**src/rtl/fetch_pkg.sv**
```systemverilog
// fetch_pkg
// Shared types and defaults for the instruction-fetch sequencer.
//   fetch_state_t : sequencer state (IDLE, RUN, HALT)
//   A_DEF, W_DEF  : default address / instruction widths
//   HALT_OP_DEF   : default instruction encoding that stops fetch
package fetch_pkg;

   localparam int         A_DEF       = 8;
   localparam int         W_DEF       = 9;
   localparam logic [8:0] HALT_OP_DEF = 9'h1FF;

   typedef enum logic [1:0] {
      IDLE = 2'd0,
      RUN  = 2'd1,
      HALT = 2'd2
   } fetch_state_t;

endpackage

```
**src/rtl/fetch_ctrl_pc_next.sv**
```systemverilog
// pc_next
// Combinational next-PC calculation for the fetch sequencer.
//   pc            in  : current program counter
//   instr_pc      in  : address of the instruction being executed
//   branch_en     in  : execute requests a redirect
//   branch_rel    in  : 1 = PC-relative, 0 = absolute target
//   branch_target in  : absolute address or two's-complement offset
//   instr_valid   in  : instr_pc belongs to a live instruction
//   take_branch   out : redirect is honoured this cycle
//   next_pc       out : branch target when taken, otherwise pc+1
// All arithmetic is modulo 2^A; nothing flags overflow or wrap.
module pc_next #(
   parameter int A = 8
) (
   input  logic [A-1:0] pc,
   input  logic [A-1:0] instr_pc,
   input  logic         branch_en,
   input  logic         branch_rel,
   input  logic [A-1:0] branch_target,
   input  logic         instr_valid,
   output logic         take_branch,
   output logic [A-1:0] next_pc
);

   logic [A:0]   rel_sum_s;
   logic [A-1:0] target_s;

   // Select branch target or sequential successor; A-bit truncation gives the wrap.
   always_comb begin
      take_branch = branch_en & instr_valid;
      // Sign-extend the offset one bit so the sum is an explicit signed add,
      // then keep the low A bits: wraps in both directions.
      rel_sum_s = {instr_pc[A-1], instr_pc} + {branch_target[A-1], branch_target};
      if (branch_rel) begin
         target_s = rel_sum_s[A-1:0];
      end else begin
         target_s = branch_target;
      end
      if (take_branch) begin
         next_pc = target_s;
      end else begin
         next_pc = pc + {{(A-1){1'b0}}, 1'b1};
      end
   end

endmodule

```
**src/rtl/fetch_ctrl.sv**
```systemverilog
// fetch_ctrl
// Instruction-fetch sequencer: owns the PC, addresses the combinational
// instruction ROM and registers the returned word for decode/execute.
//   clk, reset     : clock, synchronous active-high reset
//   start          : pulse; begin (or restart) execution at address 0
//   stall          : downstream not ready; freeze all fetch state
//   branch_en/rel/target : redirect request belonging to instr_out
//   rom_addr       : ROM address, always equal to the PC
//   rom_data       : ROM word at rom_addr (same cycle)
//   instr_out/instr_pc/instr_valid : fetched instruction register
//   done           : HALT_OP was fetched; program finished
module fetch_ctrl
   import fetch_pkg::*;
#(
   parameter int         A       = A_DEF,
   parameter int         W       = W_DEF,
   parameter logic [W-1:0] HALT_OP = W'(HALT_OP_DEF)
) (
   input  logic         clk,
   input  logic         reset,
   input  logic         start,
   input  logic         stall,
   input  logic         branch_en,
   input  logic         branch_rel,
   input  logic [A-1:0] branch_target,
   output logic [A-1:0] rom_addr,
   input  logic [W-1:0] rom_data,
   output logic [W-1:0] instr_out,
   output logic [A-1:0] instr_pc,
   output logic         instr_valid,
   output logic         done
);

   fetch_state_t state_r;
   logic [A-1:0] pc_r;
   logic [A-1:0] next_pc_s;
   logic         take_branch_s;

   assign rom_addr = pc_r;

   pc_next #(.A(A)) u_pc_next (
      .pc            (pc_r),
      .instr_pc      (instr_pc),
      .branch_en     (branch_en),
      .branch_rel    (branch_rel),
      .branch_target (branch_target),
      .instr_valid   (instr_valid),
      .take_branch   (take_branch_s),
      .next_pc       (next_pc_s)
   );

   // Sequencer FSM with the PC and the registered fetch outputs.
   always_ff @(posedge clk) begin
      if (reset) begin
         state_r     <= IDLE;
         pc_r        <= {A{1'b0}};
         instr_out   <= {W{1'b0}};
         instr_pc    <= {A{1'b0}};
         instr_valid <= 1'b0;
         done        <= 1'b0;
      end else begin
         case (state_r)
            IDLE: begin
               pc_r        <= {A{1'b0}};
               instr_valid <= 1'b0;
               done        <= 1'b0;
               if (start) begin
                  state_r <= RUN;
               end
            end
            RUN: begin
               // Stall freezes everything, including branch and halt evaluation.
               if (!stall) begin
                  if (take_branch_s) begin
                     // Word on rom_data is squashed, so a halt word here is ignored.
                     pc_r        <= next_pc_s;
                     instr_valid <= 1'b0;
                  end else if (rom_data == HALT_OP) begin
                     // PC stays on the halt word; the halt word is never issued.
                     state_r     <= HALT;
                     instr_valid <= 1'b0;
                     done        <= 1'b1;
                  end else begin
                     instr_out   <= rom_data;
                     instr_pc    <= pc_r;
                     instr_valid <= 1'b1;
                     pc_r        <= next_pc_s;
                  end
               end
            end
            HALT: begin
               instr_valid <= 1'b0;
               if (start) begin
                  state_r <= RUN;
                  pc_r    <= {A{1'b0}};
                  done    <= 1'b0;
               end else begin
                  done <= 1'b1;
               end
            end
            default: begin
               state_r     <= IDLE;
               pc_r        <= {A{1'b0}};
               instr_valid <= 1'b0;
               done        <= 1'b0;
            end
         endcase
      end
   end

endmodule

```
**config.mk**
```make
export PLATFORM = sky130hd
export DESIGN_NAME = fetch_ctrl
export DESIGN_NICKNAME = d
export VERILOG_FILES = /design/src/rtl/fetch_pkg.sv /design/src/rtl/fetch_ctrl_pc_next.sv /design/src/rtl/fetch_ctrl.sv
export SDC_FILE = /design/constraint.sdc
export NUM_CORES = 1
export LEC_CHECK = 0
export CAP_MARGIN = 10
export CORE_MARGIN = 5
export CORE_UTILIZATION = 36
export DETAILED_ROUTE_END_ITERATION = 10
export GPL_TIMING_DRIVEN = 0
export PLACE_DENSITY_LB_ADDON = 0.2
export SLEW_MARGIN = 20
export SYNTH_ARGS = -nofsm -noshare
export SYNTH_HDL_FRONTEND = slang
export SYNTH_SLANG_ARGS = --single-unit
```
**constraint.sdc**
```tcl
create_clock -name clk -period 2.4 [get_ports clk]
set_clock_uncertainty 0.05 [all_clocks]
set_input_delay 0.48 -clock clk [delete_from_list [all_inputs] [get_ports clk]]
set_output_delay 0.48 -clock clk [all_outputs]
set_load 0.02 [all_outputs]
```
Word-level counts from Yosys, hierarchy flattened
Index checks and enable logic that the tools add are counted.
{"block": "op_classes", "n_mux": 19, "bitwise": 5, "n_reduce_logical": 7, "n_addsub": 2, "eq_ne": 9}
{"operator": "$mux W8", "n": 6}
{"operator": "$pmux W8 S2", "n": 1}
{"operator": "$eq A9 B9 Y1 const B", "n": 1}
{"operator": "$add A8 B1 Y8 const B", "n": 1}
{"operator": "$add A8 B8 Y8", "n": 1}
{"operator": "$mux W2", "n": 4}
{"operator": "$ne A2 B2 Y1 const B", "n": 4}
{"operator": "$reduce_and A4 Y1", "n": 2}
{"operator": "$mux W1", "n": 6}
{"operator": "$reduce_and A3 Y1", "n": 2}
{"operator": "$not A1 Y1", "n": 4}
{"operator": "$pmux W2 S2", "n": 1}
{"operator": "$reduce_or A2 Y1", "n": 2}
{"operator": "$ne A3 B3 Y1 const B", "n": 1}
{"operator": "$eq A2 B1 Y1 const B", "n": 1}
{"operator": "$eq A2 B2 Y1 const B", "n": 1}
{"operator": "$logic_not A2 Y1", "n": 1}
{"operator": "$ne A2 B1 Y1 const B", "n": 1}
{"operator": "$pmux W1 S2", "n": 1}
{"operator": "$and A1 B1 Y1", "n": 1}
{"block": "totals", "regBits": 29, "out_inout_bits": 27}

Depth between registers and ports, before layout
{"block": "depth", "ltp_word": 7, "mapped_depth": 8}

Modules after synthesis
Synthesis repeated with hierarchy kept, for this count alone.
{"block": "unflattened", "cells_unflattened": 240, "area_unflattened_um2": 2024.4}
{"mod": "fetch_ctrl", "area_each_um2": 1386.3, "instances": 1, "seq_area_each_um2": 580.6, "cells_per_inst": 147}
{"mod": "pc_next", "area_each_um2": 638.1, "instances": 1, "seq_area_each_um2": 0.0, "cells_per_inst": 93}

Least setup slack after synthesis
Ideal clock, no wire load.
{"block": "synth_path", "path_kind": "input -> register", "start": "in branch_target[0]", "end": "reg pc_r[4], in the netlist rom_addr[4]", "setup_slack_ps": 439, "cell_stages": 6, "setup_time_ps": 117, "n_path_buf": 0, "required_ps": 2233, "t_arrival_ps": 1794, "path_cell_list": "ha_1 fa_1 a21o_1 a211oi_1 o31ai_1 a32o_1"}
{"block": "synth_via", "elab_chain_len": 7}
{"element": "start: declaration", "line_no": "fetch_ctrl.sv:25", "source": "input logic [A-1:0] branch_target,"}
{"element": "$add A8 B8 Y8 *", "line_no": "fetch_ctrl_pc_next.sv:33", "source": "rel_sum_s = {instr_pc[A-1], instr_pc} + {branch_target[A-1], branch_target};"}
{"element": "$mux W8 *", "line_no": "fetch_ctrl_pc_next.sv:34", "source": "if (branch_rel) begin"}
{"element": "$mux W8 *", "line_no": "fetch_ctrl_pc_next.sv:39", "source": "if (take_branch) begin"}
{"element": "$mux W8", "line_no": "fetch_ctrl.sv:78", "source": "end else if (rom_data == HALT_OP) begin"}
{"element": "$mux W8 *", "line_no": "fetch_ctrl.sv:74", "source": "if (take_branch_s) begin"}
{"element": "$mux W8 *", "line_no": "fetch_ctrl.sv:73", "source": "if (!stall) begin"}
{"element": "$pmux W8 S2 *", "line_no": "fetch_ctrl.sv:62", "source": "case (state_r)"}
{"element": "end signal: assignment", "line_no": "fetch_ctrl.sv:64", "source": "pc_r <= {A{1'b0}};"}
{"element": "end signal: assignment", "line_no": "fetch_ctrl.sv:76", "source": "pc_r <= next_pc_s;"}
{"element": "end signal: assignment", "line_no": "fetch_ctrl.sv:87", "source": "pc_r <= next_pc_s;"}
{"element": "end: declaration", "line_no": "fetch_ctrl.sv:35", "source": "logic [A-1:0] pc_r;"}
Mark *: on every way between the ends. The rest lies on a longest branch, timed or not. The select of a mux whose other input is x is not followed.
A chain may end at the register's enable or synchronous reset.

Worst setup path in the final report
Same ends and word-level chain as after synthesis.

==> impl_results.md <==
- Final worst slack: 0.146 ns
- Combinational family with the most area after synthesis: simple AND/OR/NAND/NOR gates
- Share of post-route cells with drive strength above 1: 7.31%
- Number of hold violations in the final report: 0
- Share of the synthesized netlist area taken by xor and xnor gates: 3.90%
- Post-synth cell types: 49
- Routed len/inst: 14.3 um
- Min cycle time layout: 2.25 ns
- Number of global-route vias before repair: 1658
- Overall fraction of global-route tracks in use: 15.5%
- Post-synthesis sequential area ratio: 32.3%
- Setup fix buffers added after clock tree synthesis: 0
- Synthesized net count: 239
- Floorplan row count: 25
- I/O Pins: 50
- CTS root buf: clkbuf_8
- Final layout net count: 294
- Simple-gate area share of the yosys netlist: 19.4%
- Die ar.: 6510 um^2
- Synth warn: 0
- Placement Setup Slack: -0.138 ns
- Flop and latch count out of synthesis: 29
- Area share of fa/ha/maj cells after synthesis: 8.77%
- EDFF count, synth: 0
- CTS resizes: 0
- Transition at the pin with the smallest max-transition slack: 0.526 ns
- Multiplexer share of the synthesized area: 12.3%
- Startpoint type of the worst setup path: input port
- Initial Utilization: 37.6%
- Count of input and output buffers: 48
- Source-to-sink clock delay at the later pin of the worst-skew pair: 0.28 ns
- TritonCTS clock tree: done
- Final wirelength: 4.67 mm
- Syn-to-layout area delta: 37.0%
- Initial antenna violation count: 0
- HPWL after detailed placement: 3.56 mm
- Die W: 80.7 um
- Crit Path Category: in2reg
- Largest net degree at the start of global routing: 11
- Drt drc: 0
- Library cell contributing the largest single delay on the critical path: fa_1
- First-pass DRT Iterations: 4
- Biggest cell delay along the critical path: 0.45 ns
- Leakage power of the design: 1.06 nW
- Average footprint of a synthesized cell: 8.81 um^2
- Arrival @ worst endpoint: 2.37 ns
- Number of max-cap violations: 0
- Number of CTS-inserted buffers: 5
- Max-slew violations: 0
- Clock-pin transition on the worst setup and hold timing paths: 0.07 ns
- Number of clock sinks: 29
- Via count normalized by instance count: 5.03
- Cts-stage hold buffer count: 0
- Gate Count Post-Synth: 204
- Die Y: 80.7 um
- Number of setup violations in the final report: 0
- Worst Hold Class: reg2reg
- Worst vdd rail ir drop: 0.424 mV
- Iter 0 DRT Violations: 47
- Setup repair after global routing missed its margin: false
- Number of nets still failing antenna checks after routing: 0
- Crit-path cells: clkdlybuf4s50_1 -> ha_1 -> fa_1 -> a21o_1 -> a211oi_1 -> o31ai_1 -> a32o_1
- Total congestion overflow: 0
- Data required time of the critical path: 2.52 ns
- Global-route wire length before repair: 7.89 mm
- Clock Tree Buf Depth: 2
- Outcome: completed
- Critical path's top delay family: compound AO/OA/AOI/OAI gates
- Final critical-path share of the clock period: 93.9%
- Final weighted congestion of routability-driven global placement: 0.812
- Compound-gate portion of the synthesized area: 18.2%
- Vias after detailed routing: 1645
- Leading register cell type out of synthesis: dfxtp_1
- Highest net fanout along the worst path: 3
- Fraction of registers with async set or reset after synthesis: 0%
- Antenna fix cells: 0
- Endpoint kind of the worst setup timing path: register
- Post-synthesis instance area: 1800 um^2
- Headroom to the max-slew limit: 65.0%
- Total number of H-tree levels: 2
- Power per Cell Area: 466 nW/um^2
- Area inside the core boundary: 4790 um^2
- Post-route setup TNS: 0 ns
- Peak clock frequency supported by timing: 444 MHz
- Worst Path Buf+Inv: 1
==> synthesized netlist by cell type (all sizes together) (5+ instances only) <==
master	count	area (um^2)
xnor2	5	43.8
nand3	9	50.1
inv	6	22.5
clkbuf	6	22.5
ha	11	138
nand2	13	48.8
mux2i	21	210
nor2	28	105
o21ai	10	50.1
a21oi	8	40.0
dfxtp	29	581
==> cells by family (layout without fill, tap and decap cells) <==
group,Yosys count,after routing
multiplexers,22,22
adder cells (fa/ha/maj),12,12
flip-flops,29,29
XOR/XNOR,8,8
buffers and inverters,16,72
AO/OA/AOI/OAI,46,46
AND/OR/NAND/NOR,71,71
==> cell type report <==
| class | instances | area (um^2) |
|---|---|---|
| fillers | 468 | 2320 |
| multi-input cells | 159 | 1120 |
| flip-flops and latches | 29 | 581 |
| repair buffers | 48 | 480 |
| clock buffers | 7 | 96.3 |
| well taps | 67 | 83.8 |
| plain buffers | 10 | 70.1 |
| inverters | 6 | 22.5 |
| clock inverters | 1 | 5.00 |
==> power by group <==
group / internal [mW] / switching (mW) / total, mW / leakage (nW)
logic: 0.0981 / 0.0984 / 0.196 / 0.771
registers: 0.494 / 0.0104 / 0.504 / 0.235
clock network: 0.259 / 0.188 / 0.446 / 0.0542
==> placed cells by master, fill, tap and decap left out, types with 2 or more instances in the layout <==
cell and instances:
clkdlybuf4s50_1 48, dfxtp_1 29, nor2_1 28, mux2i_1 21, nand2_1 13, ha_1 11
nand3_1 8, a21oi_1 8, o21ai_0 8, clkbuf_8 7, inv_1 6, clkbuf_1 6
xnor2_1 5, or3_1 4, a211oi_1 4, a21o_1 4, xor2_1 3, nor3_1 3
o2bb2ai_1 3, a31oi_1 3, nand4_1 2, buf_6 2, nand2b_1 2, o211ai_1 2
and3_1 2, o21ai_1 2
==> sequential cells by signal (all words and copies together) (netlist names) <==
name	cells
rom_addr	8
instr_pc	8
instr_valid	1
state_r	2
instr_out	9
done	1
==> metrics by stage <==
step / total power [mW] / hold slack (ns) / cells / util [%] / cell area, um^2
3_5_place_dp: 0.713 / 0.427 / 319 / 49.4 / 2360
4_1_cts: 1.16 / 0.442 / 327 / 51.5 / 2460
3_3_place_gp: 0.711 / 0.419 / 319 / 49.4 / 2360
5_1_grt: 1.21 / 0.483 / 327 / 51.5 / 2460
2_1_floorplan: 0.625 / 0.424 / 204 / - / 1800
6_report: 1.15 / 0.445 / 327 / 51.5 / 2460
==> worst register-to-register path, delay by kind of cell, from the launching register on <==
| family | cells | cell delay (ns) |
|---|---|---|
| adders and majority gates | 2 | 0.68 |
| DFF | 1 | 0.33 |
| AOI/OAI and AO/OA | 4 | 0.77 |
==> per-layer routing <==
layer  routed length [um]  track usage, %
met1                 2230            20.4
met2                 2250            25.5
met3                  143            3.36
met4                   42            4.56
met5                    0               0
==> final timing paths <==
check / from / end / slack (ns) / cells after the start
worst max register to register: instr_pc[0] / rom_addr[4] / 0.47 / 6
worst min-delay path: instr_valid / instr_valid / 0.45 / 2
worst max-delay path: branch_target[0] / rom_addr[4] / 0.15 / 7
worst min register to register: instr_valid / instr_valid / 0.45 / 2
No activity file was read; power rests on OpenSTA's default activity.
